**src/rtl/muldiv_pkg.sv**
```systemverilog
// ---------------------------------------------------------------------------
// muldiv_pkg
// Shared definitions for the iterative multiply/divide unit and the control
// decoder that drives it: operand width, iteration count, op encodings and
// the unit's state encoding.
// ---------------------------------------------------------------------------
package muldiv_pkg;

    localparam int WIDTH = 32;              // only 32 is supported
    localparam int ITER  = WIDTH;           // one iteration per operand bit
    localparam int CNT_W = $clog2(ITER);

    typedef enum logic [1:0] {
        OP_MULT  = 2'b00,
        OP_MULTU = 2'b01,
        OP_DIV   = 2'b10,
        OP_DIVU  = 2'b11
    } op_e;

    typedef enum logic [1:0] {
        S_IDLE = 2'b00,
        S_RUN  = 2'b01,
        S_FIX  = 2'b10
    } state_e;

endpackage

```
**src/rtl/muldiv_if.sv**
```systemverilog
// ---------------------------------------------------------------------------
// muldiv_if
// Bundle between the control unit / register file (master) and the
// multiply/divide unit (slave).
//   start, op        : launch an operation (op sampled with start)
//   src_a, src_b     : operands from register-file read ports A/B
//   mthi, mtlo       : direct writes of mt_data into HI/LO
//   busy, done       : operation in flight / one-cycle completion pulse
//   hi, lo           : HI/LO registers back to the write-data mux
// ---------------------------------------------------------------------------
interface muldiv_if;
    import muldiv_pkg::*;

    logic             start;
    logic [1:0]       op;
    logic [WIDTH-1:0] src_a;
    logic [WIDTH-1:0] src_b;
    logic             mthi;
    logic             mtlo;
    logic [WIDTH-1:0] mt_data;
    logic             busy;
    logic             done;
    logic [WIDTH-1:0] hi;
    logic [WIDTH-1:0] lo;

    modport master (
        output start, op, src_a, src_b, mthi, mtlo, mt_data,
        input  busy, done, hi, lo
    );

    modport slave (
        input  start, op, src_a, src_b, mthi, mtlo, mt_data,
        output busy, done, hi, lo
    );

endinterface

```
**src/rtl/muldiv_unit.sv**
```systemverilog
// ---------------------------------------------------------------------------
// muldiv_unit
// Iterative 32-bit multiply/divide unit owning HI/LO. A single shift-add /
// restoring-subtract datapath works on operand magnitudes for 32 cycles,
// then one fix-up cycle applies the result signs and writes HI/LO.
// Ports:
//   clk    : system clock, rising edge
//   rst_n  : synchronous active-low reset
//   bus    : muldiv_if.slave (start/op/src_a/src_b/mthi/mtlo/mt_data in,
//            busy/done/hi/lo out)
// ---------------------------------------------------------------------------
module muldiv_unit
    import muldiv_pkg::*;
(
    input  logic    clk,
    input  logic    rst_n,
    muldiv_if.slave bus
);

    state_e                state;
    logic [CNT_W-1:0]      cnt;
    logic                  is_div;
    logic                  neg_q;     // product / quotient must be negated
    logic                  neg_r;     // remainder must be negated
    logic                  div0;
    logic [WIDTH-1:0]      mag_b;     // multiplicand or divisor magnitude
    logic [2*WIDTH-1:0]    acc;       // {partial, multiplier} or {rem, quot}
    logic [2*WIDTH-1:0]    acc_next;
    logic                  busy_q;
    logic                  done_q;
    logic [WIDTH-1:0]      hi_q;
    logic [WIDTH-1:0]      lo_q;

    // Start-cycle decode of the incoming operation.
    op_e              op_in;
    logic             signed_op;
    logic             div_op;
    logic [WIDTH-1:0] mag_a_in;
    logic [WIDTH-1:0] mag_b_in;

    assign op_in     = op_e'(bus.op);
    assign signed_op = (op_in == OP_MULT) || (op_in == OP_DIV);
    assign div_op    = (op_in == OP_DIV)  || (op_in == OP_DIVU);
    // 32'h8000_0000 wraps to itself, which is exactly the magnitude we want
    // when it is treated as unsigned.
    assign mag_a_in  = (signed_op && bus.src_a[WIDTH-1]) ? -bus.src_a : bus.src_a;
    assign mag_b_in  = (signed_op && bus.src_b[WIDTH-1]) ? -bus.src_b : bus.src_b;

    // One iteration of either algorithm.
    logic [WIDTH:0]   sum;
    logic             ge;
    logic [WIDTH-1:0] rem_sub;

    always_comb begin
        // NOTE: every variable gets a value on every path so no latch is inferred.
        sum      = {1'b0, acc[2*WIDTH-1:WIDTH]} + {1'b0, {WIDTH{acc[0]}} & mag_b};
        // Shifted remainder is 33 bits; the difference always fits 32 bits
        // whenever it is kept.
        ge       = acc[2*WIDTH-1:WIDTH-1] >= {1'b0, mag_b};
        rem_sub  = acc[2*WIDTH-2:WIDTH-1] - mag_b;
        acc_next = {sum, acc[WIDTH-1:1]};
        if (is_div) begin
            acc_next = ge ? {rem_sub, acc[WIDTH-2:0], 1'b1}
                          : {acc[2*WIDTH-2:0], 1'b0};
        end
    end

    // Sign correction applied in the fix-up cycle.
    logic [2*WIDTH-1:0] prod_fix;
    logic [WIDTH-1:0]   quot_fix;
    logic [WIDTH-1:0]   rem_fix;

    assign prod_fix = neg_q ? -acc : acc;
    assign quot_fix = div0  ? {WIDTH{1'b1}}
                    : neg_q ? -acc[WIDTH-1:0] : acc[WIDTH-1:0];
    // With a zero divisor the remainder is the dividend magnitude, so
    // re-applying the dividend sign reproduces the original src_a.
    assign rem_fix  = neg_r ? -acc[2*WIDTH-1:WIDTH] : acc[2*WIDTH-1:WIDTH];

    always_ff @(posedge clk) begin
        if (!rst_n) begin
            state  <= S_IDLE;
            cnt    <= '0;
            is_div <= 1'b0;
            neg_q  <= 1'b0;
            neg_r  <= 1'b0;
            div0   <= 1'b0;
            mag_b  <= '0;
            acc    <= '0;
            busy_q <= 1'b0;
            done_q <= 1'b0;
            hi_q   <= '0;
            lo_q   <= '0;
        end else begin
            // NOTE: non-blocking assignments so every register sees pre-edge values.
            done_q <= 1'b0;
            case (state)
                S_IDLE: begin
                    if (bus.start) begin
                        // start wins over any same-cycle mthi/mtlo
                        state  <= S_RUN;
                        busy_q <= 1'b1;
                        cnt    <= '0;
                        is_div <= div_op;
                        neg_q  <= signed_op && (bus.src_a[WIDTH-1] ^ bus.src_b[WIDTH-1]);
                        neg_r  <= signed_op && bus.src_a[WIDTH-1];
                        div0   <= div_op && (bus.src_b == '0);
                        mag_b  <= mag_b_in;
                        acc    <= {{WIDTH{1'b0}}, mag_a_in};
                    end else begin
                        if (bus.mthi) hi_q <= bus.mt_data;
                        if (bus.mtlo) lo_q <= bus.mt_data;
                    end
                end
                S_RUN: begin
                    acc <= acc_next;
                    cnt <= cnt + 1'b1;
                    if (cnt == CNT_W'(ITER - 1)) state <= S_FIX;
                end
                S_FIX: begin
                    if (is_div) begin
                        hi_q <= rem_fix;
                        lo_q <= quot_fix;
                    end else begin
                        hi_q <= prod_fix[2*WIDTH-1:WIDTH];
                        lo_q <= prod_fix[WIDTH-1:0];
                    end
                    busy_q <= 1'b0;
                    done_q <= 1'b1;
                    state  <= S_IDLE;
                end
                default: begin
                    state  <= S_IDLE;
                    busy_q <= 1'b0;
                end
            endcase
        end
    end

    assign bus.busy = busy_q;
    assign bus.done = done_q;
    assign bus.hi   = hi_q;
    assign bus.lo   = lo_q;

endmodule

```
**src/flat_wrapper.sv**
```systemverilog
// flat-port wrapper written by rule: the top's interface ports become plain ports
module muldiv_unit_flat import muldiv_pkg::*;
  (clk, rst_n, bus_start, bus_op, bus_src_a, bus_src_b, bus_mthi, bus_mtlo, bus_mt_data, bus_busy, bus_done, bus_hi, bus_lo);
  muldiv_if bus_i ();
  input  logic clk;
  input  logic rst_n;
  input wire logic [$bits(bus_i.start)-1:0] bus_start;
  input wire logic [$bits(bus_i.op)-1:0] bus_op;
  input wire logic [$bits(bus_i.src_a)-1:0] bus_src_a;
  input wire logic [$bits(bus_i.src_b)-1:0] bus_src_b;
  input wire logic [$bits(bus_i.mthi)-1:0] bus_mthi;
  input wire logic [$bits(bus_i.mtlo)-1:0] bus_mtlo;
  input wire logic [$bits(bus_i.mt_data)-1:0] bus_mt_data;
  output wire logic [$bits(bus_i.busy)-1:0] bus_busy;
  output wire logic [$bits(bus_i.done)-1:0] bus_done;
  output wire logic [$bits(bus_i.hi)-1:0] bus_hi;
  output wire logic [$bits(bus_i.lo)-1:0] bus_lo;
  assign bus_i.start = bus_start;
  assign bus_i.op = bus_op;
  assign bus_i.src_a = bus_src_a;
  assign bus_i.src_b = bus_src_b;
  assign bus_i.mthi = bus_mthi;
  assign bus_i.mtlo = bus_mtlo;
  assign bus_i.mt_data = bus_mt_data;
  assign bus_busy = bus_i.busy;
  assign bus_done = bus_i.done;
  assign bus_hi = bus_i.hi;
  assign bus_lo = bus_i.lo;
  muldiv_unit u_core (.clk(clk), .rst_n(rst_n), .bus(bus_i));
endmodule
```
**config.mk**
```make
export PLATFORM = sky130hd
export DESIGN_NAME = muldiv_unit_flat
export DESIGN_NICKNAME = d
export VERILOG_FILES = /design/src/rtl/muldiv_pkg.sv /design/src/rtl/muldiv_if.sv /design/src/rtl/muldiv_unit.sv /design/src/flat_wrapper.sv
export SDC_FILE = /design/constraint.sdc
export NUM_CORES = 1
export LEC_CHECK = 0
export CORE_MARGIN = 2
export CORE_UTILIZATION = 50
export DETAILED_ROUTE_END_ITERATION = 7
export DONT_BUFFER_PORTS = 1
export GPL_TIMING_DRIVEN = 0
export HOLD_SLACK_MARGIN = 0.05
export PLACE_DENSITY = 0.71
export SLEW_MARGIN = 10
export SYNTH_ARGS = -nofsm -noshare
export SYNTH_HDL_FRONTEND = slang
export SYNTH_SLANG_ARGS = --single-unit
```
**constraint.sdc**
```tcl
create_clock -name clk -period 3.05 [get_ports clk]
set_input_delay 0.61 -clock clk [delete_from_list [all_inputs] [get_ports clk]]
set_output_delay 0.61 -clock clk [all_outputs]
set_load 0.02 [all_outputs]
```
==> results.md <==
- Final hold slack: 0.307 ns
- WP buf/inv: 1
- Post-synthesis cell type count: 81
- Crit path largest cell delay: 0.41 ns
- Global route overflow: 0
- I/O pin cnt: around 170
- # clock sinks: 173
- Max transition margin: 0.406
- WL final: around 55,000 um
- Maximum fanout along the worst path: 6
- Total Routing Usage GR: 0.353
- Area leader, netlist: dfxtp_1
- Clk slew on worst S/H paths: ~0.080 ns
- Synthesis-to-finish area growth: 22.5%
- Final hold vios: 0
- Final Instance Area: 17,100 um2
- Max Root-Sink Buffers: 2
- CTS tree: built
- Gpl congestion: about 0.99
- Yosys warns: 0
- Final nets: 2,130
- Placed wire-length estimate: 40,400 um
- Initial antenna violation count: 4
- Vias in the first global route: 14,100
- Starting Density: 0.506
- CTS Hold Bufs: 0
- Mapped Area: 14,000 um2
- Synth Area per Inst: 7.55 um2
- Initial DRC count: 1,883
- Worst EP required: 3.42 ns
- Asr flop ratio synth: 0
- RSZ-0062 raised after global routing: yes
- Share of layout cells above drive strength 1: 0.198
- Place WS: -0.810 ns
- CP top delay family: compound AO/OA/AOI/OAI gates
- CTS H-Tree Depth: 4
- Fmax: 0.314 GHz
- Die Wd: 171 um
- CTS root buffer: clkbuf_16
- First-pass GRT wire length: 79,800 um
- Placed inst area: 14,500 um2
- Worst-Skew Late Latency: ~0.45 ns
- Worst IR Drop VDD: between 0.3 and 0.4 mV
- # DRC: 0
- Largest net degree at the start of global routing: 21
- Failing checks: negative setup slack
- Worst-path cell chain: and2_1 -> ha_4 -> inv_1 -> fa_1 -> nor2b_1 -> o21ai_2 -> a21oi_4 -> o21ai_4 -> o211ai_1 -> a311o_1 -> a21oi_2 -> nor3_2 -> nor2_1 -> a311oi_2
- Syn Nets: 2,029
- Core Rows: 61
- Arrival @ worst endpoint: roughly 3.6 ns
- Die Ht: 171 um
- Seq/Total Area, Yosys: 0.248
- Max-slew violations: 0
- Max-cap violations: 0
- Via density: 6.53
- Share of the synthesized area in the top cell type: 0.248
- Vias: 15,400
- Core box area: 27,600 um2
- Worst Setup Start Kind: flip-flop
- Minimum clock period after layout: roughly 3.2 ns
- Status: finished with violations
- Measured slew at the worst slew-check pin: around 0.89 ns
- ANT nets after route: 0
- Setup-failing EPs final: 19
- # port buffers: 0
- Leak Pwr: 6.38 nW
- Crit Path Class: flip-flop to flip-flop
- Ranking of synthesized cells by area: dfxtp_1 (25%), a21oi_1 (7.0%), ha_1 (6.3%), nor2_1 (5.6%), xnor2_1 (5.3%)
- Top_reg_cell synth: dfxtp_1
- Die area: 29,300 um2
- Setup ws final: -0.133 ns
- Critical Path Slowest Stage Cell: dfxtp_4
- Post-synth EDFFs: 0
- Fin crit share: 1.04
- Avg WL per Cell: 23.5 um
- Power per cell area: roughly 440 nW/um2
- Register bit total from synthesis: 173
- Final Skew: 0.0145 ns
- CP endpoint kind: flip-flop
- Min-Delay Path Class: primary input to flip-flop
- CTS Buf Count: 17
- First-pass iteration count of the detailed router: 6
- Cells after synthesis: 1,854
[registers in the layout, indices dropped and copies added, names as in the netlist]
| name | count |
|---|---|
| u_core.acc | 64 |
| u_core.cnt | 5 |
| u_core.div0 | 1 |
| u_core.neg_r | 1 |
| u_core.bus.done | 1 |
| u_core.bus.hi | 32 |
| u_core.mag_b | 32 |
| u_core.is_div | 1 |
| u_core.bus.busy | 1 |
| u_core.neg_q | 1 |
| u_core.bus.lo | 32 |
| u_core.state | 2 |
[report_power, final]
part	leakage, nW	switching [mW]	internal, mW
logic	4.62	1.41	1.03
registers	1.44	0.233	2.39
clock network	0.319	1.19	1.29
[repair_timing]
action,CTS,global route
resized for setup,149,185
setup buffers,35,55
setup endpoints to repair,52,70
cloned,3,1
pin swaps,37,86
[path summary, 6_finish.rpt]
path / startpoint / end / slack, ns / cells after the start
worst max-delay path: u_core.acc[0] / u_core.acc[63] / -0.13 / 14
worst min-delay path: bus_src_b[1] / u_core.mag_b[1] / 0.31 / 2
worst max register to register: u_core.acc[0] / u_core.acc[63] / -0.13 / 14
worst min register to register: u_core.mag_b[20] / u_core.mag_b[20] / 0.46 / 2
[layout by cell type (no fill, tap or decap), types with 22 or more instances in the layout]
| cell type | count |
|---|---|
| buf_4 | 82 |
| xnor2_1 | 82 |
| ha_4 | 27 |
| a211oi_1 | 89 |
| nor2_1 | 198 |
| dfxtp_1 | 133 |
| mux2i_1 | 60 |
| xor2_1 | 76 |
| ha_1 | 37 |
| nand2_1 | 158 |
| o21ai_0 | 111 |
| a21oi_1 | 171 |
| dfxtp_2 | 22 |
| o221ai_1 | 23 |
| clkbuf_1 | 91 |
| a21o_1 | 27 |
| inv_1 | 50 |
[logic make-up (layout without fill, tap and decap cells)]
| kind of cell | after synthesis | count (layout) | synth area share |
|---|---|---|---|
| AO/OA/AOI/OAI | 602 | 602 | 0.276 |
| AND/OR/NAND/NOR | 573 | 574 | 0.195 |
| buffers and inverters | 188 | 301 | 0.0528 |
| flip-flops | 173 | 173 | 0.248 |
| XOR/XNOR | 162 | 162 | 0.101 |
| multiplexers | 84 | 84 | 0.0622 |
| adder cells (fa/ha/maj) | 72 | 72 | 0.0655 |
| other | 0 | 9 | 0 |
[Yosys cell counts (13+ instances only)]
library cell	count
a21o_1	28
a211oi_1	93
clkbuf_1	101
o211ai_1	15
nor2_1	208
o31ai_1	17
nor2b_1	15
or3_1	22
o21ai_0	130
or4_1	13
inv_1	67
nand3_1	24
nand2b_1	19
a21oi_1	196
nand2_1	162
nor3_1	29
ha_1	70
nor4_1	23
dfxtp_1	173
mux2_2	24
xor2_1	77
o221ai_1	23
xnor2_1	85
mux2i_1	60
[area by class of cell]
class,instances,area [um2]
Fill cell,2423,10500
Antenna cell,9,22.5
Sequential cell,173,3560
Tap cell,378,473
Inverter,67,272
Multi-Input combinational cell,1494,10900
Clock inverter,15,244
Clock buffer,17,425
Timing Repair Buffer,91,773
Buffer,111,492
[through the flow]
step                TNS [ns]  power (mW)  std cells   util
finish                 -1.49        7.54       2355  0.620
global route           -3.06        7.80       2355  0.620
CTS                    -1.54        7.15       2296  0.579
detailed placement    -17.89        4.53       2232  0.524
global placement      -16.76        4.50       2232  0.524
floorplan                  0        4.02       1854      -
[per-layer routing]
metal  GRT usage  vias to the layer above  share of wire
li1            -                     6960              -
met1       0.439                     7235           0.39
met3      0.0674                      219           0.11
met4       0.203                        0          0.059
met2       0.570                      972           0.45
met5           0                        -              0
Power figures use the tool's default switching activity.
